File: src/rtl/boxhead_pkg.sv
// Shared types and screen constants for the boxhead game slice.
package boxhead_pkg;

    localparam int ENEMY_NUM     = 4;
    localparam int SCREEN_WIDTH  = 640;
    localparam int SCREEN_HEIGHT = 480;

    typedef enum logic [1:0] {
        UP    = 2'd0,
        DOWN  = 2'd1,
        LEFT  = 2'd2,
        RIGHT = 2'd3
    } dir_t;

    typedef enum logic [1:0] {
        IDLE     = 2'd0,
        FLYING   = 2'd1,
        COOLDOWN = 2'd2
    } attack_state_t;

endpackage

File: src/rtl/attack_hit_detect.sv
// Combinational projectile/enemy AABB overlap with lowest-index priority.
module attack_hit_detect
    import boxhead_pkg::*;
#(
    parameter int ATTACK_SIZE = 8,
    parameter int ENEMY_SIZE  = 32
) (
    input  logic [9:0]           attack_x,
    input  logic [9:0]           attack_y,
    input  logic [9:0]           enemy_x     [ENEMY_NUM],
    input  logic [9:0]           enemy_y     [ENEMY_NUM],
    input  logic                 enemy_alive [ENEMY_NUM],
    output logic                 hit_valid,
    output logic [ENEMY_NUM-1:0] hit_onehot
);

    localparam logic [10:0] A_SZ = 11'(ATTACK_SIZE);
    localparam logic [10:0] E_SZ = 11'(ENEMY_SIZE);

    logic [ENEMY_NUM-1:0] overlap;

    // Sums are widened to 11 bits so edge-of-range coordinates never wrap.
    always_comb begin
        overlap = '0;
        for (int i = 0; i < ENEMY_NUM; i++) begin
            overlap[i] = enemy_alive[i]
                && ({1'b0, attack_x}   < {1'b0, enemy_x[i]} + E_SZ)
                && ({1'b0, enemy_x[i]} < {1'b0, attack_x}   + A_SZ)
                && ({1'b0, attack_y}   < {1'b0, enemy_y[i]} + E_SZ)
                && ({1'b0, enemy_y[i]} < {1'b0, attack_y}   + A_SZ);
        end
    end

    // x & -x isolates the lowest set bit.
    assign hit_onehot = overlap & (~overlap + ENEMY_NUM'(1));
    assign hit_valid  = |overlap;

endmodule

File: src/rtl/attack_controller.sv
// Per-frame player projectile FSM (IDLE/FLYING/COOLDOWN).
// Enemy hit detection is compiled in only when ATTACK_HIT_DETECT_EN is defined.
module attack_controller
    import boxhead_pkg::*;
#(
    parameter int SCREEN_W        = SCREEN_WIDTH,
    parameter int SCREEN_H        = SCREEN_HEIGHT,
    parameter int PLAYER_SIZE     = 32,
    parameter int ATTACK_SIZE     = 8,
    parameter int ENEMY_SIZE      = 32,
    parameter int ATTACK_SPEED    = 4,
    parameter int ATTACK_RANGE    = 60,
    parameter int COOLDOWN_FRAMES = 15
) (
    input  logic       game_frame_clk_rising_edge,
    input  logic       Reset,
    input  logic       game_active,
    input  logic       fire,
    input  logic [9:0] player_x,
    input  logic [9:0] player_y,
    input  logic [1:0] player_dir,
    input  logic [9:0] enemy_x     [ENEMY_NUM],
    input  logic [9:0] enemy_y     [ENEMY_NUM],
    input  logic       enemy_alive [ENEMY_NUM],
    output logic       attack_active,
    output logic [9:0] attack_x,
    output logic [9:0] attack_y,
    output logic [1:0] attack_dir,
    output logic       cooldown_busy,
    output logic       enemy_hit   [ENEMY_NUM]
);

    localparam int FC_W = $clog2(ATTACK_RANGE) + 1;
    localparam int CD_W = $clog2(COOLDOWN_FRAMES) + 1;

    localparam logic [FC_W-1:0] RANGE_LAST = FC_W'(ATTACK_RANGE - 1);
    localparam logic [CD_W-1:0] CD_LAST    = CD_W'(COOLDOWN_FRAMES - 1);
    localparam logic [10:0]     SPEED_11   = 11'(ATTACK_SPEED);
    localparam logic [9:0]      SPEED_10   = 10'(ATTACK_SPEED);
    localparam logic [10:0]     MAX_X_11   = 11'(SCREEN_W - ATTACK_SIZE);
    localparam logic [10:0]     MAX_Y_11   = 11'(SCREEN_H - ATTACK_SIZE);
    localparam logic [9:0]      SPAWN_OFS  = 10'((PLAYER_SIZE - ATTACK_SIZE) / 2);

    attack_state_t        state, state_n;
    dir_t                 dir_q, dir_n;
    logic [9:0]           ax_n, ay_n;
    logic [FC_W-1:0]      flight_cnt, flight_cnt_n;
    logic [CD_W-1:0]      cd_cnt, cd_cnt_n;
    logic [ENEMY_NUM-1:0] hit_q, hit_n;
    logic [ENEMY_NUM-1:0] hit_onehot;
    logic                 hit_valid;
    logic                 fire_prev;
    logic                 fire_edge;
    logic                 edge_out;

`ifdef ATTACK_HIT_DETECT_EN
    attack_hit_detect #(
        .ATTACK_SIZE (ATTACK_SIZE),
        .ENEMY_SIZE  (ENEMY_SIZE)
    ) u_hit_detect (
        .attack_x    (attack_x),
        .attack_y    (attack_y),
        .enemy_x     (enemy_x),
        .enemy_y     (enemy_y),
        .enemy_alive (enemy_alive),
        .hit_valid   (hit_valid),
        .hit_onehot  (hit_onehot)
    );
`else
    logic unused_enemy;

    always_comb begin
        unused_enemy = 1'b0;
        for (int i = 0; i < ENEMY_NUM; i++) begin
            unused_enemy = unused_enemy ^ enemy_alive[i] ^ (^enemy_x[i]) ^ (^enemy_y[i]);
        end
    end

    assign hit_valid  = 1'b0;
    assign hit_onehot = '0;
`endif

    assign fire_edge  = fire & ~fire_prev;
    assign attack_dir = dir_q;

    // Would the next step leave [0, SCREEN-ATTACK_SIZE]?
    always_comb begin
        case (dir_q)
            UP:      edge_out = {1'b0, attack_y} < SPEED_11;
            DOWN:    edge_out = ({1'b0, attack_y} + SPEED_11) > MAX_Y_11;
            LEFT:    edge_out = {1'b0, attack_x} < SPEED_11;
            default: edge_out = ({1'b0, attack_x} + SPEED_11) > MAX_X_11;
        endcase
    end

    always_comb begin
        state_n      = state;
        ax_n         = attack_x;
        ay_n         = attack_y;
        dir_n        = dir_q;
        flight_cnt_n = flight_cnt;
        cd_cnt_n     = cd_cnt;
        hit_n        = '0;

        if (!game_active) begin
            state_n      = IDLE;
            ax_n         = '0;
            ay_n         = '0;
            dir_n        = UP;
            flight_cnt_n = '0;
            cd_cnt_n     = '0;
        end else begin
            case (state)
                IDLE: begin
                    if (fire_edge) begin
                        state_n      = FLYING;
                        ax_n         = player_x + SPAWN_OFS;
                        ay_n         = player_y + SPAWN_OFS;
                        dir_n        = dir_t'(player_dir);
                        flight_cnt_n = '0;
                    end
                end
                FLYING: begin
                    // Hit outranks range and edge so its pulse is never lost.
                    if (hit_valid) begin
                        state_n  = COOLDOWN;
                        cd_cnt_n = '0;
                        hit_n    = hit_onehot;
                    end else if (flight_cnt == RANGE_LAST || edge_out) begin
                        state_n  = COOLDOWN;
                        cd_cnt_n = '0;
                    end else begin
                        flight_cnt_n = flight_cnt + FC_W'(1);
                        case (dir_q)
                            UP:      ay_n = attack_y - SPEED_10;
                            DOWN:    ay_n = attack_y + SPEED_10;
                            LEFT:    ax_n = attack_x - SPEED_10;
                            default: ax_n = attack_x + SPEED_10;
                        endcase
                    end
                end
                COOLDOWN: begin
                    if (cd_cnt == CD_LAST) begin
                        state_n = IDLE;
                    end else begin
                        cd_cnt_n = cd_cnt + CD_W'(1);
                    end
                end
                default: state_n = IDLE;
            endcase
        end
    end

    always_ff @(posedge game_frame_clk_rising_edge) begin
        if (Reset) begin
            state         <= IDLE;
            attack_x      <= '0;
            attack_y      <= '0;
            dir_q         <= UP;
            flight_cnt    <= '0;
            cd_cnt        <= '0;
            hit_q         <= '0;
            attack_active <= 1'b0;
            cooldown_busy <= 1'b0;
            fire_prev     <= 1'b0;
        end else begin
            state         <= state_n;
            attack_x      <= ax_n;
            attack_y      <= ay_n;
            dir_q         <= dir_n;
            flight_cnt    <= flight_cnt_n;
            cd_cnt        <= cd_cnt_n;
            hit_q         <= hit_n;
            attack_active <= (state_n == FLYING);
            cooldown_busy <= (state_n == COOLDOWN);
            fire_prev     <= fire;
        end
    end

    always_comb begin
        for (int i = 0; i < ENEMY_NUM; i++) begin
            enemy_hit[i] = hit_q[i];
        end
    end

endmodule
File: config.mk
export PLATFORM = sky130hd
export DESIGN_NAME = attack_controller
export DESIGN_NICKNAME = d
export VERILOG_FILES = /design/src/rtl/boxhead_pkg.sv /design/src/rtl/attack_hit_detect.sv /design/src/rtl/attack_controller.sv
export SDC_FILE = /design/constraint.sdc
export NUM_CORES = 1
export LEC_CHECK = 0
export CORE_MARGIN = 3
export CORE_UTILIZATION = 42
export CTS_CLUSTER_SIZE = 28
export DETAILED_ROUTE_END_ITERATION = 7
export GPL_ROUTABILITY_DRIVEN = 1
export PLACE_DENSITY = 0.82
export SLEW_MARGIN = 20
export SYNTH_ARGS = -nofsm -noshare
export SYNTH_HDL_FRONTEND = slang
export SYNTH_HIERARCHICAL = 1
export SYNTH_SLANG_ARGS = --single-unit
export TNS_END_PERCENT = 1
File: constraint.sdc
create_clock -name game_frame_clk_rising_edge -period 2.95 [get_ports game_frame_clk_rising_edge]
set_clock_uncertainty 0.15 [all_clocks]
set_input_delay 0.4425 -clock game_frame_clk_rising_edge [delete_from_list [all_inputs] [get_ports game_frame_clk_rising_edge]]
set_output_delay 0.4425 -clock game_frame_clk_rising_edge [all_outputs]
set_load 0.02 [all_outputs]
== Yosys cells after proc, flatten, opt, wreduce, memory -nomap -nowiden ==
Cells that the tools add are included.

* Output and inout bits: 28
* Flip-flop bits (word level): 39
* RAM bits: 0
* Bits of input ports: 110
* Logic and storage cells: 72
* Memories kept: 0
* Bits in latches: 0
* Bits in read-only memories: 0

* Magnitude comparators: 4
* Reduce and logical (&&, ||, !) cells: 12
* Bitwise gates (word level): 3
* Multipliers: 0
* Divide/modulo/power cells: 0
* Add/subtract/negate cells: 10
* Shift operators: 0
* Muxes and demuxes: 20
* Eq/ne operators: 14

{| class="wikitable"
|+ Operators by type and width
! operator !! count
|-
| $pmux W10 S2 || 4
|-
| $mux W10 || 4
|-
| $add A10 B3 Y11 const B || 2
|-
| $add A10 B3 Y10 const B || 2
|-
| $add A10 B4 Y10 const B || 2
|-
| $lt A10 B3 Y1 const B || 2
|-
| $sub A10 B3 Y10 const B || 2
|-
| $mux W7 || 2
|-
| $pmux W7 S2 || 1
|-
| $gt A11 B10 Y1 const B || 1
|-
| $gt A11 B9 Y1 const B || 1
|-
| $mux W5 || 2
|-
| $ne A2 B2 Y1 const B || 5
|-
| $pmux W5 S2 || 1
|-
| $mux W2 || 4
|-
| $reduce_and A4 Y1 || 2
|-
| $add A7 B1 Y7 const B || 1
|-
| $eq A7 B6 Y1 const B || 1
|-
| $eq A2 B1 Y1 const B || 3
|-
| $eq A2 B2 Y1 const B || 3
|-
| $pmux W2 S3 || 1
|-
| $reduce_and A3 Y1 || 2
|-
| $add A5 B1 Y5 const B || 1
|-
| $eq A5 B4 Y1 const B || 1
|-
| other kinds (9) || 13
|}

== Logic depth before layout (Yosys ltp) ==
Gate-level depths: netlist of the first run.

* Depth in word-level cells: 8
* Mapped depth: 11

== Worst setup path before layout of the first run ==
Ideal clock, no wire load.

* Path kind: register -> register
* Start point: register attack_x[2]
* End point: register attack_y[4]
* Required time: 2.683 ns
* Path slack: 0.074 ns
* Arrival time: 2.609 ns
* Clock period less this slack: 2.876 ns
* Stages on the path, launching flop included: 10
* Library setup time: 0.117 ns
* Cells stage by stage: dfxtp_1 > ha_1 > nand2_1 > or4_1 > a221o_1 > o221a_2 > o31ai_4 > buf_6 > nand2_1 > a32o_1

* Word-level cells in the longest chain between the ends: 6

{| class="wikitable"
|+ RTL lines
! what !! line !! RTL
|-
| start: declaration || attack_controller.sv:26 || <nowiki>output logic [9:0] attack_x,</nowiki>
|-
| start signal: assignment || attack_controller.sv:168 || <nowiki>attack_x <= ax_n;</nowiki>
|-
| $add A10 B3 Y11 || attack_controller.sv:92 || <nowiki>default: edge_out = ({1'b0, attack_x} + SPEED_11) > MAX_X_11;</nowiki>
|-
| $gt A11 B10 Y1 || attack_controller.sv:92 ||
|-
| $pmux W1 S3 * || attack_controller.sv:88 || <nowiki>case (dir_q)</nowiki>
|-
| $logic_or A1 B1 Y1 * || attack_controller.sv:129 || <nowiki>end else if (flight_cnt == RANGE_LAST || edge_out) begin</nowiki>
|-
| $ne A2 B2 Y1 (no source line) * || n/a ||
|-
| $reduce_and A4 Y1 (no source line) * || n/a ||
|-
| end signal: assignment || attack_controller.sv:169 || <nowiki>attack_y <= ay_n;</nowiki>
|-
| end: declaration || attack_controller.sv:27 || <nowiki>output logic [9:0] attack_y,</nowiki>
|}

Every way passes the cells marked *; elsewhere a longest branch is shown, timed or not.
A chain may end at the register's enable or synchronous reset.

== Worst setup path in the final report of the first run ==
* Start point: register attack_x[3]
* End point: register attack_y[4]

The elaborated chain is that of the path after synthesis.

==> impl_metrics.tcl, run 1 <==
set metrics [dict create \
    status "complete, no violations" \
    diodes 0 \
    grt_pass1_wl_mm 13.52 \
    layout_commonest_cell "nand2_1" \
    cts.path.max_buffers 2 \
    endpoint_kind "flop" \
    antenna_found_initial 0 \
    post_synth_num_cell_types 63 \
    syn-cell-area_mm2 0.002905 \
    synth_seq_cells 39 \
    finalPower_uw 1323 \
    crit_fanout 7 \
    cts_buffers 5 \
    worstHoldPathType "reg -> reg" \
    place_congestion 0.9355 \
    tightest_slew_ns 0.8440 \
    rows 29 \
    grt_max_degree 26 \
    drv_cap 0 \
    synth_area_per_cell_um2 7.586 \
    yosysTopAreaCellShare_pct 26.87 \
    async_reset_ff_share_pct 0 \
    synth.largest_area_cell "dfxtp_1" \
    max_freq_ghz 0.3542 \
    ir_drop_mv 0.2225 \
    postCtsSetupBuffers 0 \
    wl_per_cell_um 15.97 \
    final_max_slew_viol_count 0 \
    synth.yosys.seq_area_share_pct 26.87 \
    whs_ns 0.3290 \
    start_util_pct 44.48 \
    grt_util_all_layers_pct 21.53 \
    cts_sinks 39 \
    critical_path_class "reg -> reg" \
    io_buffer_count 49 \
    timing.final.crit_share_pct 95.71 \
    first_pass_iters 5 \
    postSynthCellCount 383 \
    die_w_um 89.17 \
    synth_edf_count 0 \
    drive_gt1_share_pct 11.72 \
    overflow 0 \
    p_per_area_mw_per_mm2 362.1 \
    dieArea_mm2 0.007951 \
    synthTopCellsByArea "dfxtp_1 27%, nand2_1 6.5%, ha_1 4.7%" \
    die_h_um 89.17 \
    cts-root-buf "clkbuf_8" \
    leakage_uw 0.001345 \
    cp.arrival_ns 2.88 \
    via_count 3078 \
    clk_pin_slew_ns 0.09 \
    startpoint_type "flop" \
    h-tree-depth 2 \
    drt_iter0_markers 155 \
    antenna_left 0 \
    nNetsFinal 555 \
    finalHoldViolations 0 \
    area_delta_synth_final_pct 25.80 \
    final_util_pct 55.96 \
    synthFlopType "dfxtp_1" \
    drc 0 \
    synth_warnings 6 \
    slew_headroom_pct 43.73 \
    cts_tree "yes" \
    hpwl_mm 6.030 \
    fill_cells 622 \
    ioPinCount 138 \
    drt-vias-per-instance 6.012 \
    grt_pass1_vias 2829 \
    finalSetupViolCount 0 \
    clkLatencyLatePin_ns 0.31 \
    period_minus_slack_ns 2.823 \
    crit_required_ns 3.01 \
    core_mm2 0.006531 \
    cts_resized 0 \
    cts_hold_buffers 0 \
    final_cell_mix "50 x nand2_1, 49 x clkdlybuf4s50_1, 38 x dfxtp_1" \
    routed_wl_mm 8.177 \
]
## metal layers
layer / share of wire, % / GRT usage, %
met1: 45 / 29.36
met2: 46 / 34.76
met3: 6.9 / 3.502
met4: 2.3 / 6.766
met5: 0 / 0
## cell type report
cell class | count | area (um^2) | share of cell area [%]
clock buffer | 5 | 68.82 | 1.883
clock inverter | 3 | 23.77 | 0.6505
inverter | 17 | 63.81 | 1.746
multi-input combinational | 299 | 1941 | 53.10
sequential | 39 | 782.0 | 21.40
tap | 77 | 96.34 | 2.636
timing repair buffer | 72 | 679.4 | 18.59
## worst max-delay path: stages (launching register included)
cell and delay [ns]:
dfxtp_1 0.33, buf_4 0.16, inv_1 0.14, ha_1 0.18, inv_1 0.04, o311ai_0 0.32
o311ai_1 0.15, buf_4 0.16, o221a_2 0.27, o31ai_4 0.35, buf_6 0.18, nand2_1 0.05
a32o_1 0.25
## through the flow
stage | TNS, ns | area (um^2) | worst slack, ns | std cells
2_1_floorplan | 0 | 2917 | 0.07400 | 386
3_3_place_gp | 0 | 3542 | 0.09198 | 504
3_5_place_dp | 0 | 3542 | 0.04144 | 504
4_1_cts | 0 | 3635 | 0.01541 | 512
5_1_grt | -0.008475 | 3655 | -0.004340 | 512
6_report | 0 | 3655 | 0.1265 | 512
## power by group
part	switching, uW	internal, uW
Combinational	193	171
Sequential	25.5	543
Clock	222	169
## path summary, 6_finish.rpt
path / start / to / slack, ns / cells past startpoint
worst max register to register: attack_x[3] / attack_y[4] / 0.13 / 12
worst max-delay path: attack_x[3] / attack_y[4] / 0.13 / 12
worst min register to register: flight_cnt[1] / flight_cnt[1] / 0.33 / 2
worst min-delay path: flight_cnt[1] / flight_cnt[1] / 0.33 / 2
## logic make-up after synthesis
family	share of synthesized area [%]
AO/OA/AOI/OAI	27.82
XOR/XNOR	5.125
adder cells (fa/ha/maj)	4.737
buffers and inverters	7.450
flip-flops	26.87
multiplexers	1.077
other	0.1291
AND/OR/NAND/NOR	26.79
## Yosys cell counts (3+ instances only)
| cell | instances |
|---|---|
| inv_1 | 17 |
| a21o_1 | 4 |
| nor2b_1 | 6 |
| nand3_1 | 14 |
| a2bb2oi_1 | 4 |
| ha_1 | 11 |
| xnor2_1 | 8 |
| nor2_1 | 27 |
| o221a_2 | 9 |
| clkbuf_1 | 20 |
| a21oi_1 | 26 |
| buf_4 | 4 |
| nor4_1 | 4 |
| and2_1 | 9 |
| and3_1 | 3 |
| o32ai_1 | 4 |
| o21ai_0 | 19 |
| nand2b_1 | 5 |
| or3_1 | 6 |
| a211oi_1 | 7 |
| a31oi_1 | 3 |
| o31ai_1 | 4 |
| nand4_1 | 10 |
| xor2_1 | 9 |
| or4_1 | 3 |
| nor3_1 | 7 |
| nand2_1 | 50 |
| o22ai_1 | 4 |
| buf_2 | 5 |
| dfxtp_1 | 39 |
## registers in the layout (all words and copies together), names as in the netlist
name	count
attack_x	10
attack_y	10
flight_cnt	7
cd_cnt	5
attack_dir	2
state	2
attack_active	1
cooldown_busy	1
fire_prev	1
Note: power is estimated with default switching activity, not from simulation.
==> run 2: changes to the inputs <==
--- a/config.mk
+++ b/config.mk
@@ -5,12 +5,14 @@
 export SDC_FILE = /design/constraint.sdc
 export NUM_CORES = 1
 export LEC_CHECK = 0
+export CORE_ASPECT_RATIO = 1.1
 export CORE_MARGIN = 3
-export CORE_UTILIZATION = 42
+export CORE_UTILIZATION = 43
+export CTS_BUF_LIST = sky130_fd_sc_hd__clkbuf_4
 export CTS_CLUSTER_SIZE = 28
 export DETAILED_ROUTE_END_ITERATION = 7
 export GPL_ROUTABILITY_DRIVEN = 1
-export PLACE_DENSITY = 0.82
+export PLACE_DENSITY = 0.84
 export SLEW_MARGIN = 20
 export SYNTH_ARGS = -nofsm -noshare
 export SYNTH_HDL_FRONTEND = slang
==> impl_metrics.tcl, run 2 (synthesis results as in run 1) <==
set metrics [dict create \
    status "complete, no violations" \
    slew_headroom_pct 53.41 \
    finalHoldViolations 0 \
    io_buffer_count 49 \
    crit_fanout 6 \
    leakage_uw 0.001337 \
    final_cell_mix "50 x nand2_1, 49 x clkdlybuf4s50_1, 39 x dfxtp_1" \
    crit_chain "inv_1, or4_1, a221o_1, o221a_2, o31ai_4, buf_4, nand2_1, a32o_1" \
    min_to "attack_x[0]" \
    critPathSlowestCell "or4_1" \
    die_h_um 92.21 \
    drt-vias-per-instance 6.012 \
    setup.worst_path.start "attack_x[8]" \
    area_delta_synth_final_pct 25.11 \
    final_max_slew_viol_count 0 \
    timing.final.crit_share_pct 95.70 \
    cts-root-buf "clkbuf_4" \
    overflow 0 \
    clk_pin_slew_ns 0.13 \
    startpoint_type "flop" \
    diodes 0 \
    cp.arrival_ns 2.95 \
    start_util_pct 45.80 \
    reg.largest.list "attack_x x10, attack_y x10, flight_cnt x7" \
    via_count 3102 \
    cts.path.max_buffers 2 \
    place_ws_ns 0.02899 \
    hpwl_mm 6.112 \
    routed_wl_mm 8.107 \
    h-tree-depth 2 \
    grt_max_degree 26 \
    antenna_found_initial 0 \
    first_pass_iters 5 \
    cts_buffers 5 \
    cts_sinks 39 \
    reg2reg_slack_ns 0.13 \
    hold_path_depth 2 \
    reg2reg_depth 8 \
    fin_cells 516 \
    core_mm2 0.006344 \
    grt_pass1_wl_mm 13.14 \
    drc 0 \
    dieArea_mm2 0.007780 \
    rsz0062_at_grt "true" \
    layout_commonest_cell "nand2_1" \
    hp-start "attack_x[0]" \
    period_minus_slack_ns 2.823 \
    worstHoldPathType "reg -> reg" \
    endpoint_kind "flop" \
    dpl_cell_area_mm2 0.003553 \
    placedCellCount 508 \
    rows 30 \
    fin_ws_ns 0.1267 \
    drive_gt1_share_pct 11.70 \
    worstReg2RegStart "attack_x[8]" \
    drv_cap 0 \
    cts_hold_buffers 0 \
    die_w_um 84.37 \
    place_congestion 0.9612 \
    antenna_left 0 \
    finalSetupViolCount 0 \
    cp_slowest_stage_delay_ns 0.51 \
    p_per_area_mw_per_mm2 340.1 \
    rr_endpoint "attack_y[4]" \
    critical_path_class "reg -> reg" \
    clkLatencyLatePin_ns 0.37 \
    max_freq_ghz 0.3542 \
    fin_area_mm2 0.003635 \
    postCtsSetupBuffers 0 \
    cts_tree "yes" \
    crit_required_ns 3.08 \
    ir_drop_mv 0.1634 \
    grt_util_all_layers_pct 20.30 \
    wl_per_cell_um 15.71 \
    grt_pass1_vias 2828 \
    nNetsFinal 556 \
    drt_iter0_markers 168 \
    ioPinCount 138 \
    tightest_slew_ns 0.6972 \
]
run 2: how the worst max path moves through the flow:
stage,cells past startpoint,slack [ns],end
after CTS,11,0.004,attack_x[6]
after global routing,9,-0.02,attack_y[5]
after global placement,11,0.14,attack_x[5]
after detailed placement,11,0.03,attack_x[6]
after floorplan,9,0.07,attack_y[4]
final,8,0.13,attack_y[4]
run 2: worst max-delay path: cells and delay by family (launching register included):
family / cells / cell delay [ns]
buf+inv: 2 / 0.32
flops: 1 / 0.46
simple gates: 2 / 0.57
compound gates: 4 / 1.24
run 2: timing repair:
item	CTS	global route
setup endpoints to repair	0	22
endpoints found under the hold margin	0	0
resized for setup	0	5
run 2: stage by stage:
stage	hold slack [ns]	util, %	total power [uW]	setup TNS, ns
floorplan	0.2940	-	797.5	0
global placement	0.3055	56.02	931.4	0
detailed placement	0.3136	56.02	941.8	0
CTS	0.3352	57.00	1238	0
global route	0.3722	57.30	1298	-0.01555
finish	0.3324	57.30	1236	0
run 2: area by class of cell:
class                           instances  area, um^2
Sequential cell                        39       780.7
Multi-Input combinational cell        299        1937
Inverter                               17       63.81
Clock buffer                            5       37.54
Tap cell                               80       100.1
Fill cell                             591        2709
Clock inverter                          3       25.02
Timing Repair Buffer                   73       690.7
run 2: per-layer routing:
| layer | track usage [%] | part of all wire, % | vias up |
|---|---|---|---|
| met4 | 6.728 | 1.4 | 0 |
| met1 | 26.31 | 44 | 1465 |
| met2 | 34.34 | 49 | 117 |
| li1 | - | - | 1506 |
| met5 | 0 | 0 | - |
| met3 | 3.055 | 5.7 | 14 |
run 2: power by group:
part | total, uW | switching (uW) | internal [uW]
Clock | 298 | 203 | 95.5
Combinational | 370 | 196 | 174
Sequential | 569 | 25.5 | 543
Total | 1240 | 424 | 812
==> run 3: changes to the inputs <==
--- a/config.mk
+++ b/config.mk
@@ -9,11 +9,11 @@
 export CORE_MARGIN = 3
 export CORE_UTILIZATION = 43
 export CTS_BUF_LIST = sky130_fd_sc_hd__clkbuf_4
+export CTS_CLUSTER_DIAMETER = 60
 export CTS_CLUSTER_SIZE = 28
 export DETAILED_ROUTE_END_ITERATION = 7
 export GPL_ROUTABILITY_DRIVEN = 1
 export PLACE_DENSITY = 0.84
-export SLEW_MARGIN = 20
 export SYNTH_ARGS = -nofsm -noshare
 export SYNTH_HDL_FRONTEND = slang
 export SYNTH_HIERARCHICAL = 1
==> results of run 3 <==
Same layout as run 2: the final DEF is identical, and so are final timing and power.
